### src/rtl/ntt_stage_sched_if.sv
// Bus bundle between the NTT stage sequencer, coefficient memory and the top-level controller.
// With NTT_STAGE_SCHED_PERF_EN defined it also carries the 16-bit stall_cnt.
interface ntt_stage_sched_if #(
  parameter int LOGN = 8
);
  // rd_en/wr_en are plain strobes with no back-pressure: a pair is transferred in every
  // cycle its strobe is high. stall is the only flow control, honoured by the sequencer in RUN.
  logic            start;
  logic            stall;
  logic            rd_en;
  logic [LOGN-1:0] rd_addr0;
  logic [LOGN-1:0] rd_addr1;
  logic            wr_en;
  logic [LOGN-1:0] wr_addr0;
  logic [LOGN-1:0] wr_addr1;
  logic [LOGN-1:0] stage;
  logic            busy;
  logic            done;
  logic [1:0]      state_dbg;
`ifdef NTT_STAGE_SCHED_PERF_EN
  logic [15:0]     stall_cnt;
`endif

  modport master (
    input  start, stall,
    output rd_en, rd_addr0, rd_addr1, wr_en, wr_addr0, wr_addr1,
    output stage, busy, done, state_dbg
`ifdef NTT_STAGE_SCHED_PERF_EN
    , output stall_cnt
`endif
  );

  modport slave (
    output start, stall,
    input  rd_en, rd_addr0, rd_addr1, wr_en, wr_addr0, wr_addr1,
    input  stage, busy, done, state_dbg
`ifdef NTT_STAGE_SCHED_PERF_EN
    , input stall_cnt
`endif
  );
endinterface

### src/rtl/ntt_stage_sched.sv
// Stage/pair sequencer for an in-place radix-2 NTT: issues one pair read per cycle, delays it
// LAT cycles into the write strobe, and drains between stages. NTT_STAGE_SCHED_PERF_EN adds stall_cnt.
module ntt_stage_sched #(
  parameter int LOGN = 8,
  parameter int LAT  = 2
) (
  input logic               clk,
  input logic               reset,
  ntt_stage_sched_if.master bus
);
  localparam int JW = LOGN - 1;
  localparam int DW = $clog2(LAT + 1);
  localparam int PW = 2 * LOGN + 1;
  localparam logic [JW-1:0]   J_LAST     = '1;
  localparam logic [LOGN-1:0] STAGE_LAST = LOGN'(LOGN - 1);

  // IDLE is encoding 0 so state_dbg reads 0 while reset is held.
  typedef enum logic [1:0] {
    S_IDLE  = 2'd0,
    S_RUN   = 2'd1,
    S_DRAIN = 2'd2,
    S_FIN   = 2'd3
  } state_e;

  state_e          state_q, state_d;
  logic [LOGN-1:0] stage_q, stage_d;
  logic [JW-1:0]   j_q, j_d;
  logic [DW-1:0]   drain_q, drain_d;
  logic            rd_fire;
  logic [LOGN-1:0] j_ext;
  logic [LOGN-1:0] span;
  logic [LOGN-1:0] addr0;
  logic [LOGN-1:0] rd_addr0_w;
  logic [LOGN-1:0] rd_addr1_w;
  logic [PW-1:0]   dl_q [LAT];

  always_comb begin
    state_d = state_q;
    stage_d = stage_q;
    j_d     = j_q;
    drain_d = drain_q;
    rd_fire = 1'b0;
    case (state_q)
      S_IDLE: begin
        if (bus.start) begin
          state_d = S_RUN;
          stage_d = '0;
          j_d     = '0;
        end
      end
      S_RUN: begin
        if (!bus.stall) begin
          rd_fire = 1'b1;
          j_d     = j_q + 1'b1;
          if (j_q == J_LAST) begin
            state_d = S_DRAIN;
            drain_d = DW'(LAT);
          end
        end
      end
      S_DRAIN: begin
        drain_d = drain_q - 1'b1;
        if (drain_q == DW'(1)) begin
          if (stage_q == STAGE_LAST) begin
            state_d = S_FIN;
          end else begin
            state_d = S_RUN;
            stage_d = stage_q + 1'b1;
            j_d     = '0;
          end
        end
      end
      S_FIN: begin
        state_d = S_IDLE;
        stage_d = '0;
      end
      default: state_d = S_IDLE;
    endcase
  end

  // Split j at bit 'stage': upper bits pick the block of size 2*span, lower bits the offset.
  always_comb begin
    j_ext = LOGN'(j_q);
    span  = LOGN'(1) << stage_q;
    addr0 = ((j_ext >> stage_q) << (stage_q + 1'b1)) | (j_ext & (span - 1'b1));
    rd_addr0_w = rd_fire ? addr0 : '0;
    rd_addr1_w = rd_fire ? (addr0 + span) : '0;
  end

  always_ff @(posedge clk or posedge reset) begin
    if (reset) begin
      state_q <= S_IDLE;
      stage_q <= '0;
      j_q     <= '0;
      drain_q <= '0;
    end else begin
      state_q <= state_d;
      stage_q <= stage_d;
      j_q     <= j_d;
      drain_q <= drain_d;
    end
  end

  // The datapath never stalls, so the write-tracking line shifts every cycle.
  always_ff @(posedge clk or posedge reset) begin
    if (reset) begin
      for (int k = 0; k < LAT; k++) dl_q[k] <= '0;
    end else begin
      dl_q[0] <= {rd_fire, rd_addr0_w, rd_addr1_w};
      for (int k = 1; k < LAT; k++) dl_q[k] <= dl_q[k-1];
    end
  end

  assign bus.rd_en     = rd_fire;
  assign bus.rd_addr0  = rd_addr0_w;
  assign bus.rd_addr1  = rd_addr1_w;
  assign bus.wr_en     = dl_q[LAT-1][PW-1];
  assign bus.wr_addr0  = dl_q[LAT-1][PW-2:LOGN];
  assign bus.wr_addr1  = dl_q[LAT-1][LOGN-1:0];
  assign bus.stage     = stage_q;
  assign bus.busy      = (state_q == S_RUN) || (state_q == S_DRAIN);
  assign bus.done      = (state_q == S_FIN);
  assign bus.state_dbg = state_q;

`ifdef NTT_STAGE_SCHED_PERF_EN
  logic [15:0] stall_cnt_q, stall_cnt_d;

  always_comb begin
    stall_cnt_d = stall_cnt_q;
    if (state_q == S_IDLE && bus.start) begin
      stall_cnt_d = '0;
    end else if (state_q == S_RUN && bus.stall && stall_cnt_q != 16'hFFFF) begin
      stall_cnt_d = stall_cnt_q + 16'd1;
    end
  end

  always_ff @(posedge clk or posedge reset) begin
    if (reset) stall_cnt_q <= '0;
    else       stall_cnt_q <= stall_cnt_d;
  end

  assign bus.stall_cnt = stall_cnt_q;
`endif
endmodule

### src/flat_wrapper.sv
// flat-port wrapper written by rule: the top's interface ports become plain ports
module ntt_stage_sched_flat 
#(
  parameter int LOGN = 8,
  parameter int LAT  = 2
)
  (clk, reset, bus_start, bus_stall, bus_rd_en, bus_rd_addr0, bus_rd_addr1, bus_wr_en, bus_wr_addr0, bus_wr_addr1, bus_stage, bus_busy, bus_done, bus_state_dbg);
  ntt_stage_sched_if #(.LOGN(LOGN)) bus_i ();
  input logic clk;
  input logic reset;
  input wire logic [$bits(bus_i.start)-1:0] bus_start;
  input wire logic [$bits(bus_i.stall)-1:0] bus_stall;
  output wire logic [$bits(bus_i.rd_en)-1:0] bus_rd_en;
  output wire logic [$bits(bus_i.rd_addr0)-1:0] bus_rd_addr0;
  output wire logic [$bits(bus_i.rd_addr1)-1:0] bus_rd_addr1;
  output wire logic [$bits(bus_i.wr_en)-1:0] bus_wr_en;
  output wire logic [$bits(bus_i.wr_addr0)-1:0] bus_wr_addr0;
  output wire logic [$bits(bus_i.wr_addr1)-1:0] bus_wr_addr1;
  output wire logic [$bits(bus_i.stage)-1:0] bus_stage;
  output wire logic [$bits(bus_i.busy)-1:0] bus_busy;
  output wire logic [$bits(bus_i.done)-1:0] bus_done;
  output wire logic [$bits(bus_i.state_dbg)-1:0] bus_state_dbg;
  assign bus_i.start = bus_start;
  assign bus_i.stall = bus_stall;
  assign bus_rd_en = bus_i.rd_en;
  assign bus_rd_addr0 = bus_i.rd_addr0;
  assign bus_rd_addr1 = bus_i.rd_addr1;
  assign bus_wr_en = bus_i.wr_en;
  assign bus_wr_addr0 = bus_i.wr_addr0;
  assign bus_wr_addr1 = bus_i.wr_addr1;
  assign bus_stage = bus_i.stage;
  assign bus_busy = bus_i.busy;
  assign bus_done = bus_i.done;
  assign bus_state_dbg = bus_i.state_dbg;
  ntt_stage_sched #(.LOGN(LOGN), .LAT(LAT)) u_core (.clk(clk), .reset(reset), .bus(bus_i));
endmodule
### config.mk
export PLATFORM = sky130hd
export DESIGN_NAME = ntt_stage_sched_flat
export DESIGN_NICKNAME = d
export VERILOG_FILES = /design/src/rtl/ntt_stage_sched_if.sv /design/src/rtl/ntt_stage_sched.sv /design/src/flat_wrapper.sv
export SDC_FILE = /design/constraint.sdc
export NUM_CORES = 1
export LEC_CHECK = 0
export BUFFER_PORTS_ARGS = -buffer_cell sky130_fd_sc_hd__buf_2
export CORE_MARGIN = 5
export CORE_UTILIZATION = 50
export CTS_CLUSTER_DIAMETER = 60
export DETAILED_ROUTE_END_ITERATION = 7
export PLACE_DENSITY = 0.8
export RECOVER_POWER = 25
export SYNTH_ARGS = -nofsm -noshare
export SYNTH_HDL_FRONTEND = slang
export SYNTH_SLANG_ARGS = --single-unit
### constraint.sdc
create_clock -name clk -period 11.17 [get_ports clk]
set_input_delay 2.234 -clock clk [delete_from_list [all_inputs] [get_ports clk]]
set_output_delay 2.234 -clock clk [all_outputs]
set_load 0.02 [all_outputs]
# Word level (Yosys, flattened, before mapping)
# Cells that the tools add are included.
[word_totals] inputBits=4 regBits=53 wordCells=56
[op_classes] shift=3 n_addsub=5 reduce_logical=9 mux=20 n_bitwise=2 n_eq_ne=11
[ops] op="8-bit 2-to-1 mux" count=5
[ops] op="7-bit 2-to-1 mux" count=4
[ops] op="8-bit one-hot mux with 3 select lines" count=1
[ops] op="7-bit one-hot mux with 3 select lines" count=1
[ops] op="2-bit 2-to-1 mux" count=5
[ops] op="8-bit by 1-bit adder with 8-bit output, second input constant" count=1
[ops] op="8-bit adder" count=1
[ops] op="7-bit by 8-bit bitwise AND with 8-bit output" count=1
[ops] op="8-bit by 3-bit equality test with 1-bit output, second input constant" count=1
[ops] op="8-bit bitwise OR" count=1
[ops] op="2-bit one-hot mux with 4 select lines" count=1
[ops] op="4-bit AND reduction" count=2
[ops] op="1-bit by 8-bit << shifter with 8-bit output, first input constant" count=1
[ops] op="8-bit by 8-bit << shifter with 8-bit output" count=1
[ops] op="7-bit by 8-bit >> shifter with 8-bit output" count=1
[ops] op="8-bit by 1-bit subtractor with 8-bit output, second input constant" count=1
[ops] op="7-bit by 1-bit adder with 7-bit output, second input constant" count=1
[ops] op="7-bit equality test, second input constant" count=1
[ops] op="2-bit != test, second input constant" count=3
[ops] op="3-bit nonzero test" count=2
[ops] op="5-bit AND reduction" count=1
[ops] op="2-bit by 1-bit equality test with 1-bit output, second input constant" count=2
[ops] op="2-bit equality test, second input constant" count=2
[ops] op="2-bit by 1-bit != test with 1-bit output, second input constant" count=2
[ops] op="other kinds (7)" count=8

# Depth between registers and ports, before layout
# Gate-level depths: netlist of run 1.
[depth] depth_word=6 ltp_mapped=16 depth_no_buf=15

# Worst setup path before layout of run 1
# OpenSTA, ideal clock, no wires.
[synth_path] path_kind="register -> output" start="register u_core.stage_q[4], in the netlist u_core.bus.stage[4]" end="output bus_rd_addr1[6]" required_time_ns=8.936 path_stages_with_launch=15 path_slack_ns=5.098 t_arrival_ns=3.838 path_cell_list="dfrtp_1 or4_4 nor3_1 nand3_1 ha_1 xor2_1 a2bb2oi_1 inv_1 ha_1 nor2b_1 o21ai_0 a21boi_0 o21a_1 o21a_1 nor3_1"
[synth_between] elab_chain_cells=6
[synth_lines] element="start: declaration" line="ntt_stage_sched.sv:26" rtl="logic [LOGN-1:0] stage_q, stage_d;"
[synth_lines] element="start signal: assignment" line="ntt_stage_sched.sv:98" rtl="stage_q <= stage_d;"
[synth_lines] element="branches (longest 4 deep; another with 8-bit by 1-bit adder with 8-bit output)"
[synth_lines] element="8-bit adder (*)" line="ntt_stage_sched.sv:87" rtl="rd_addr1_w = rd_fire ? (addr0 + span) : '0;"
[synth_lines] element="8-bit 2-to-1 mux (*)" line="ntt_stage_sched.sv:87"
[synth_lines] element="end: declaration" line="flat_wrapper.sv:15" rtl="output wire logic [$bits(bus_i.rd_addr1)-1:0] bus_rd_addr1;"
# Every way passes the cells marked *.

# Worst setup path in the final report of run 1
# Same ends and word-level chain as after synthesis.

==> results.md, run 1 <==
- Pleak: 1.659 nW
- Total GRT Usage: 19.87%
- Clock Skews: 0.01317 ns
- Chip height: 88.81 um
- Worst vdd ir: 0.1675 mV
- TritonCTS buffer count: 5
- Status: completed
- Sequential-to-total area share from yosys stat: 42.71%
- Row cnt: 28
- CTS Buffer Depth: 2
- Hold-fix buffers at CTS: 0
- Mapped Cells: 332
- Mean post-synth cell area: 9.354 sq um
- Vias in the first global route: 2,491
- Yosys cell types: 59
- Highest clock rate: 0.1495 GHz
- Worst R2R Setup Slack: 7.14 ns
- Critical R2R Launch: u_core.bus.stage[4]
- Final TNS setup: 0 ns
- Final period util: 59.89%
- M1 WL: 3217 um
- CP Launch Point: u_core.bus.stage[4]
- Full die area: 7887 sq um
- RSZ-0062 raised after global routing: no
- Final WL: 7397 um
- Max Used Layer: met4
- Min Hold Slack: 0.3567 ns
- CTS HTree Levels: 2
- Core Box Area: 5991 sq um
- Syn_nets: 352
- YS warnings: 0
- Die width: 88.81 um
- Cell Area, Synth: 3105 sq um
- Power Dens Cells: 187.3 nW/um^2
- Layout area overhead: 8.501%
- WP data arrival: 4.46 ns
- Antenna violations before repair: 0
- Pre-antenna DRT Iters: 5
- Hpwl dp: 5372 um
- Clock root buffer: clkbuf_8
- Filler cells: 566
- GPL Wtd Cong: 0.9021
- DRT iter0 DRCs: 205
- Clk Latency, worst-skew pair: 0.32 ns
- Ys async rst share: 100.0%
- Post-CTS Setup Repair Bufs: 0
- Routed wire length per instance: 17.04 um
- Wire length of the first global-routing pass: 12,160 um
- Crit Path Class: reg -> out
- Hold Crit Class: reg -> reg
- Max_cap viols: 0
- Antenna Cells: 0
- Crit path to: bus_rd_addr1[6]
- Critical Path Start Type: register
- Ys flop type: dfrtp_1
- Post-synth EDFFs: 0
- Routed Antenna Nets: 0
- Yosys reg bits: 53
- Largest net degree at the start of global routing: 54
- Met3 WL: 530 um
- I/O pin count: 50
- Layout cells sized above 1: 16.43%
- Crit path required time: 8.94 ns
- Met2 wire length: 3518 um
- PortBufs: 49
- CTS clock-pin slew for the worst setup and hold paths: 0.10 ns
- Tightest Pin Transition: 1.099 ns
- Crit-path max FO: 7
- Via count: 2,543
- Crit path time final: 6.690 ns
- Initial Utilization: 51.84%
- Endpoints failing setup: 0
- Slew Viols, Final: 0
- Vias/cell: 5.859
- Total grt overflow: 0
- # clock sinks: 53
- Post-cts resize count: 0
- TritonCTS clock tree: done
- Slew HR: 26.60%
- Reg2reg end: u_core.dl_q[23]
- Fin. Hold Viols: 0
- Worst Reg-to-Reg Cells: 14
- Crit path capture type: output pin
- DRC Markers: 0
- Nets: 378
[kinds of logic (layout without fill, tap and decap cells)]
group	Yosys count	count (layout)	share of synthesized area, %
AOI/OAI and AO/OA	81	81	18.53
and+or+nand+nor	118	118	19.42
buffers and inverters	49	76	8.058
muxes	6	6	2.055
adders and majority gates	16	16	6.688
DFF	53	53	42.71
xor gates and xnor gates	9	9	2.538
[state kept, by name, indices dropped and copies added (netlist names)]
signal,count
u_core.dl_q,17
u_core.bus.wr_addr1,8
u_core.bus.wr_en,1
u_core.j_q,7
u_core.drain_q,2
u_core.bus.state_dbg,2
u_core.bus.wr_addr0,8
u_core.bus.stage,8
[cells in the final DEF, fill, tap and decap left out, types with 3 or more instances in the layout]
cell type	netlist	final
or3_1	4	4
inv_1	19	18
dfrtp_1	53	53
nand3_1	6	6
and3_1	3	3
clkbuf_1	8	9
mux2_2	3	3
a31oi_1	4	4
nand2b_1	5	5
o21a_1	5	5
buf_2	5	40
o31ai_1	5	5
nor3b_1	3	3
xor2_1	7	7
nand4_1	7	7
ha_1	15	15
a21oi_1	10	10
and2_1	12	12
nand2_1	28	28
mux2i_1	3	3
nor2b_1	4	4
a21o_1	4	4
nor3_1	10	10
nor2_1	28	28
clkbuf_8	0	5
o21ai_0	22	22
a211o_1	3	3
[metrics by stage]
stage	utilization [%]	total power [W]	area (sq um)	instances	worst slack (ns)
2_1_floorplan	-	0.0004348	3105	332	5.098
3_3_place_gp	54.51	0.0004895	3266	426	4.938
3_5_place_dp	54.51	0.0004979	3266	426	4.910
4_1_cts	56.43	0.0006352	3381	434	4.518
5_1_grt	56.24	0.0006751	3369	434	4.142
6_report	56.24	0.0006311	3369	434	4.480
[layout make-up]
cell class	instances	area (sq um)	area share (%)
clock buffer	5	68.82	2.042
sequential	53	1326	39.36
timing repair buffer	49	234.0	6.944
inverter	19	71.32	2.117
tap	75	93.84	2.785
clock inverter	3	46.29	1.374
multi-input combinational	230	1529	45.38
[synth_stat cells, drive strengths merged, types with 2 or more instances]
| cell | n | area [sq um] |
|---|---|---|
| dfrtp | 53 | 1326 |
| nor2 | 29 | 125.1 |
| nand2 | 28 | 105.1 |
| o21ai | 23 | 115.1 |
| buf | 22 | 148.9 |
| inv | 19 | 71.32 |
| ha | 15 | 187.7 |
| and2 | 14 | 87.58 |
| a21oi | 10 | 50.05 |
| nor3 | 10 | 50.05 |
| clkbuf | 8 | 30.03 |
| nand4 | 7 | 43.79 |
| xor2 | 7 | 61.31 |
| nand3 | 6 | 30.03 |
| nand2b | 5 | 31.28 |
| o21a | 5 | 37.54 |
| o31ai | 5 | 37.54 |
| a21o | 4 | 30.03 |
| a31oi | 4 | 25.02 |
| nor2b | 4 | 25.02 |
| or3 | 4 | 25.02 |
| a211o | 3 | 26.28 |
| a21boi | 3 | 22.52 |
| and3 | 3 | 18.77 |
| mux2 | 3 | 33.78 |
| mux2i | 3 | 30.03 |
| nor3b | 3 | 22.52 |
| a22oi | 2 | 15.01 |
| a32o | 2 | 20.02 |
| a41oi | 2 | 36.29 |
| o211ai | 2 | 15.01 |
| o22ai | 2 | 12.51 |
| or2 | 2 | 12.51 |
| xnor2 | 2 | 17.52 |
[per-layer routing]
layer	GRT usage (%)	up-vias
li1	-	1208
met1	25.09	1223
met2	33.94	96
met3	4.004	16
met4	6.593	0
met5	0	-
[worst min-delay path by stage]
| stage | depth (start not counted) | slack (ns) | startpoint | to |
|---|---|---|---|---|
| 2_1_floorplan | 0 | 0.33 | u_core.dl_q[25] | u_core.bus.wr_addr0[0] |
| 3_3_place_gp | 0 | 0.33 | u_core.dl_q[33] | u_core.bus.wr_en |
| 3_5_place_dp | 0 | 0.33 | u_core.dl_q[19] | u_core.bus.wr_addr1[2] |
| 4_1_cts | 0 | 0.36 | u_core.dl_q[33] | u_core.bus.wr_en |
| 5_1_grt | 0 | 0.37 | u_core.dl_q[20] | u_core.bus.wr_addr1[3] |
| 6_report | 0 | 0.36 | u_core.dl_q[20] | u_core.bus.wr_addr1[3] |
[power by group]
group          switching, W  internal, W
Clock             0.0000686    0.0000672
Sequential        0.0000234     0.000213
Combinational      0.000169    0.0000901
[critical path: stages, from the launching register on]
cell and delay, ns:
dfrtp_1 0.45, or4_4 0.62, nor3_1 0.31, nand3_1 0.24, ha_1 0.39, xor2_1 0.19
a2bb2oi_1 0.21, inv_1 0.06, ha_1 0.30, nor2b_1 0.15, o21ai_0 0.23, a21boi_0 0.18
o21a_1 0.21, o21a_1 0.17, nor3_1 0.23, buf_2 0.22
(Power assumes the default switching activity.)
==> run 2, diff against run 1 <==
- PLACE_DENSITY: 0.8 -> 0.83
- clock period: 11.17 -> 5.4 ns (I/O delays scaled with it)
==> run 2 against run 1 <==
Compared with the run above: the run now ends with max-capacitance violations, max-slew violations left; setup slack worse by 4.2 ns; cell count grew 1.8%; global-route usage fell by 0.78 points; power up 100%; non-clock buffer count is 8 higher; sequential cell count stayed put; die area unchanged; sequential power rose by 100%; first-iteration DRC count is 8.8% higher; utilization rose by 1.2 points.
==> results.md, run 2 (synthesis gave the netlist of run 1 again) <==
- Status: complete, but fails checks
- Violated checks: max-capacitance violations, max-slew violations
- Sequential power share: 38.1%
- Register name with the most flops: u_core.dl_q
- Antenna Cells: 0
- Filler cells: 541
- Chip height: 88.81 um
- Pleak: 1.734 nW
- Crit path time final: 5.138 ns
- Crit path cell chain: buf_4 > xor2_1 > a22oi_1 > a211o_1 > o32a_1 > inv_1 > ha_1 > a21o_1 > a21oi_1 > o21ai_0 > o21ba_2 > a31o_1 > a21oi_1 > buf_2
- Slew Viols, Final: 54
- Switching share of power: 42.35%
- Tightest Pin Transition: 1.947 ns
- CP delay by family, top: compound AO/OA/AOI/OAI gates
- Most common cell after layout, fill and taps aside: dfrtp_1
- Pre-antenna DRT Iters: 4
- Largest net degree at the start of global routing: 54
- TritonCTS clock tree: done
- Clock Skews: 0.009714 ns
- DRC Markers: 0
- Total grt overflow: 0
- Total GRT Usage: 19.10%
- Vias in the first global route: 2,505
- Crit path capture type: output pin
- # clock sinks: 53
- Crit-path max FO: 13
- Design area: 3442 sq um
- CP most frequent cell: a21oi_1
- Routed Antenna Nets: 0
- Final WL: 7247 um
- Worst vdd ir: 0.3951 mV
- Fin. Hold Viols: 0
- Wire length of the first global-routing pass: 11,820 um
- WP data arrival: 4.06 ns
- DRT iter0 DRCs: 223
- Initial Utilization: 51.84%
- Row cnt: 28
- Post-CTS Setup Repair Bufs: 0
- Power Dens Cells: 368.8 nW/um^2
- Core Box Area: 5991 sq um
- P_sw: 0.0005376 W
- Reg area: 1326 sq um
- Critical Path Start Type: register
- CTS HTree Levels: 2
- Clock power share: 18.1%
- Hold Crit Class: reg -> reg
- Die width: 88.81 um
- Area of the multi-input gates: 1553 sq um
- Routed wire length per instance: 16.40 um
- Antenna violations before repair: 0
- Clk Latency, worst-skew pair: 0.31 ns
- Nets: 386
- CTS clock-pin slew for the worst setup and hold paths: 0.10 ns
- Max_cap viols: 1
- I/O pin count: 50
- CTS Buffer Depth: 2
- Layout area overhead: 10.84%
- Crit Path Class: reg -> out
- CP Buf/Inv Count: 3
- Layout cells sized above 1: 21.25%
- Slew HR: -29.95%
- Crit-path max cell delay: 0.64 ns
- Max reg flops: 17
- Combinational Power Share: 43.9%
- Via count: 2,533
- Post-DP Area: 3326 sq um
- Hpwl dp: 5372 um
- Endpoints failing setup: 0
- Full die area: 7887 sq um
- Final period util: 95.16%
- Vias/cell: 5.731
- PortBufs: 49
- Internal power: 0.0007317 W
- Slowest stage cell, crit path: dfrtp_1
- Crit path required time: 4.32 ns
- Most frequent cells in the layout: dfrtp_1, buf_2, nor2_1, nand2_1, o21ai_0
- Power Total: 0.001269 W
- GPL Wtd Cong: 0.9475
- Highest clock rate: 0.1946 GHz
- Clock root buffer: clkbuf_8
- TritonCTS buffer count: 5
## run 2: power groups by stage
stage | logic (W) | registers, W | clock network [W]
3_5_place_dp | 0.000550 | 0.000491 | 0
4_1_cts | 0.000553 | 0.000483 | 0.000238
6_report | 0.000557 | 0.000483 | 0.000229
3_3_place_gp | 0.000536 | 0.000487 | 0
2_1_floorplan | 0.000409 | 0.000490 | 0
5_1_grt | 0.000622 | 0.000489 | 0.000256
## run 2: path summary, 6_finish.rpt
path                                           to  cells past startpoint                 from  slack, ns
hold reg to reg            u_core.bus.wr_addr0[7]                      0      u_core.dl_q[32]       0.36
setup reg to reg                  u_core.dl_q[24]                     13  u_core.bus.stage[0]       1.76
min in group asynchronous         u_core.dl_q[29]                      2                reset       1.40
setup / recovery                  bus_rd_addr1[7]                     14  u_core.bus.stage[0]       0.26
hold / removal             u_core.bus.wr_addr0[7]                      0      u_core.dl_q[32]       0.36
max in group asynchronous           u_core.j_q[5]                      2                reset       2.88
## run 2: repair_timing
item	in CTS	in global routing
resized for setup	0	5
hold buffers	0	0
endpoints found under the setup margin	0	4
## run 2: layer usage
layer	part of all wire [%]	GRT usage (%)	routed length [um]	vias to the layer above
li1	-	-	-	1228
met1	42	24.08	3045	1183
met2	48	32.79	3476	103
met3	7.8	3.724	562	19
met4	2.2	6.181	162	0
met5	0	0	0	-
## run 2: worst register-to-register path: stages, from the launching register on
cell and delay [ns]:
dfrtp_1 0.64, buf_4 0.25, xor2_1 0.23, a22oi_1 0.21, a211o_1 0.42, o32a_1 0.37, inv_1 0.08, ha_1 0.22
a21o_1 0.18, a21oi_1 0.21, o21ai_0 0.16, o21ba_2 0.25, a31o_1 0.18, a21oi_1 0.15
## run 2: final cells by class
cell class	count	share of cell area (%)
clock buffer	5	1.999
clock inverter	3	0.7270
inverter	19	2.072
multi-input combinational	230	45.11
sequential	53	38.53
tap	75	2.726
timing repair buffer	57	8.833
## run 2: stage by stage
| step | setup TNS (ns) | hold WS (ns) | util (%) | worst slack (ns) | instances |
|---|---|---|---|---|---|
| detailed placement | 0 | 0.3347 | 55.51 | 0.3743 | 434 |
| floorplan | 0 | 0.3312 | - | 0.4823 | 332 |
| CTS | 0 | 0.3572 | 57.08 | 0.001835 | 442 |
| finish | 0 | 0.3557 | 57.46 | 0.2616 | 442 |
| global placement | 0 | 0.3316 | 55.51 | 0.5015 | 434 |
| global route | -0.02450 | 0.3627 | 57.46 | -0.01925 | 442 |
==> run 3, diff against run 2 <==
- CTS_BUF_LIST: unset -> sky130_fd_sc_hd__clkbuf_16
- CTS_CLUSTER_DIAMETER: 60 -> 30
==> run 3 against run 2 <==
Compared with the run above: the flow still finishes with violations (max-capacitance violations, max-slew violations); register-to-register slack is essentially flat; cell area grew 1.1%; combinational power is essentially flat; count of clock-buffer cells in the layout is the same; fmax grew 0.58%; die area is the same; utilization grew 0.61 points; sequential share of layout area shrank 0.40 points; via count grew 0.79%; setup slack gained 0.030 ns; critical path type unchanged.
==> results.md, run 3 (synthesis gave the netlist of run 1 again) <==
- Routed wire length per instance: 16.36 um
- Slew HR: -29.91%
- TritonCTS clock tree: done
- Slew Viols, Final: 54
- Chip height: 88.81 um
- Register name with the most flops: u_core.dl_q
- Hold Crit Class: reg -> reg
- I/O pin count: 50
- Most frequent cells in the layout: dfrtp_1, buf_2, nor2_1, nand2_1, o21ai_0
- Worst vdd ir: 0.3969 mV
- Wire length of the first global-routing pass: 11,920 um
- Pleak: 1.689 nW
- Total GRT Usage: 19.23%
- Non-Filler Instances: 442
- Routed Antenna Nets: 0
- RSZ-0062 raised after global routing: no
- Crit path capture type: output pin
- Crit Path Class: reg -> out
- Crit-path max FO: 13
- CTS Buffer Depth: 2
- Die width: 88.81 um
- Pre-antenna DRT Iters: 4
- Hpwl dp: 5372 um
- DRC Markers: 0
- Nets: 386
- Largest net degree at the start of global routing: 54
- Post-CTS Setup Repair Bufs: 0
- Max reg flops: 17
- Highest clock rate: 0.1957 GHz
- Violated checks: max-capacitance violations, max-slew violations
- Power Dens Cells: 390.9 nW/um^2
- Endpoints failing setup: 0
- Tightest Pin Transition: 1.946 ns
- Antenna Cells: 0
- Crit path required time: 4.32 ns
- Most common cell after layout, fill and taps aside: dfrtp_1
- Internal power: 0.0008104 W
- Clock power share: 23.6%
- Antenna violations before repair: 0
- Via count: 2,553
- WP data arrival: 4.03 ns
- Clock Skews: 0.004991 ns
- Total grt overflow: 0
- Critical Path Start Type: register
- Final period util: 94.60%
- Layout cells sized above 1: 16.89%
- CTS clock-pin slew for the worst setup and hold paths: 0.07 ns
- # clock sinks: 53
- Core Box Area: 5991 sq um
- Vias/cell: 5.776
- P_sw: 0.0005494 W
- Max_cap viols: 1
- Final TNS setup: 0 ns
- GPL Wtd Cong: 0.9475
- Switching share of power: 40.40%
- DRT iter0 DRCs: 177
- Clk Latency, worst-skew pair: 0.29 ns
- CTS HTree Levels: 2
- Status: complete, but fails checks
- PortBufs: 49
- Vias in the first global route: 2,526
- Final WL: 7232 um
- Full die area: 7887 sq um
- Layout area overhead: 12.01%
- Clock root buffer: clkbuf_16
- Combinational Power Share: 40.8%
- Initial Utilization: 51.84%
- Sequential power share: 35.6%
- Crit path time final: 5.109 ns
- Row cnt: 28
- TritonCTS buffer count: 5
- Fin. Hold Viols: 0
- Dpl cells: 434
[run 3: power by group through the flow]
stage	Clock (W)	Sequential, W	Combinational, W
6_report	0.000321	0.000484	0.000555
2_1_floorplan	0	0.000490	0.000409
5_1_grt	0.000348	0.000490	0.000621
4_1_cts	0.000331	0.000483	0.000554
3_5_place_dp	0	0.000491	0.000550
3_3_place_gp	0	0.000487	0.000536
[run 3: final timing paths]
kind                                          end  depth (start not counted)                start  slack [ns]
setup / recovery                  bus_rd_addr1[7]                         14  u_core.bus.stage[0]        0.29
hold / removal             u_core.bus.wr_addr0[7]                          0      u_core.dl_q[32]        0.35
setup reg to reg                  u_core.dl_q[24]                         13  u_core.bus.stage[0]        1.77
hold reg to reg            u_core.bus.wr_addr0[7]                          0      u_core.dl_q[32]        0.35
max in group asynchronous     u_core.bus.stage[1]                          2                reset        2.85
min in group asynchronous  u_core.bus.wr_addr0[7]                          2                reset        1.42
[run 3: per-layer routing]
metal | share of wire (%) | track usage (%)
met3 | 7.9 | 4.469
met4 | 2.4 | 7.143
met1 | 42 | 23.85
met5 | 0 | 0
met2 | 48 | 32.52
[run 3: timing repair]
action,in CTS,in global routing
hold endpoints to repair,0,0
endpoints found under the setup margin,0,3
hold buffers,0,0
resized for setup,0,5
[run 3: area by class of cell]
cell class,instances,area (sq um)
Multi-Input combinational cell,230,1553
Timing Repair Buffer,57,284.0
Sequential cell,53,1326
Tap cell,75,93.84
Clock buffer,5,125.1
Inverter,19,71.32
Clock inverter,3,25.02
Fill cell,541,2512
[run 3: critical path: stages, from the launching register on]
cell     delay (ns)
dfrtp_1        0.63
buf_4          0.25
xor2_1         0.24
a22oi_1        0.21
a211o_1        0.42
o32a_1         0.37
inv_1          0.08
ha_1           0.22
a21o_1         0.18
a21oi_1        0.21
o21ai_0        0.16
o21ba_2        0.25
a31o_1         0.18
a21oi_1        0.15
buf_2          0.20
[run 3: stage by stage]
step	hold WS (ns)	cell area [sq um]	worst slack [ns]	util, %	total power (W)
final	0.3490	3478	0.2914	58.06	0.001360
after CTS	0.3506	3476	0.01940	58.02	0.001368
after global placement	0.3316	3326	0.5015	55.51	0.001024
after global routing	0.3556	3478	0.01168	58.06	0.001458
after floorplan	0.3312	3105	0.4823	-	0.0008993
after detailed placement	0.3347	3326	0.3743	55.51	0.001040
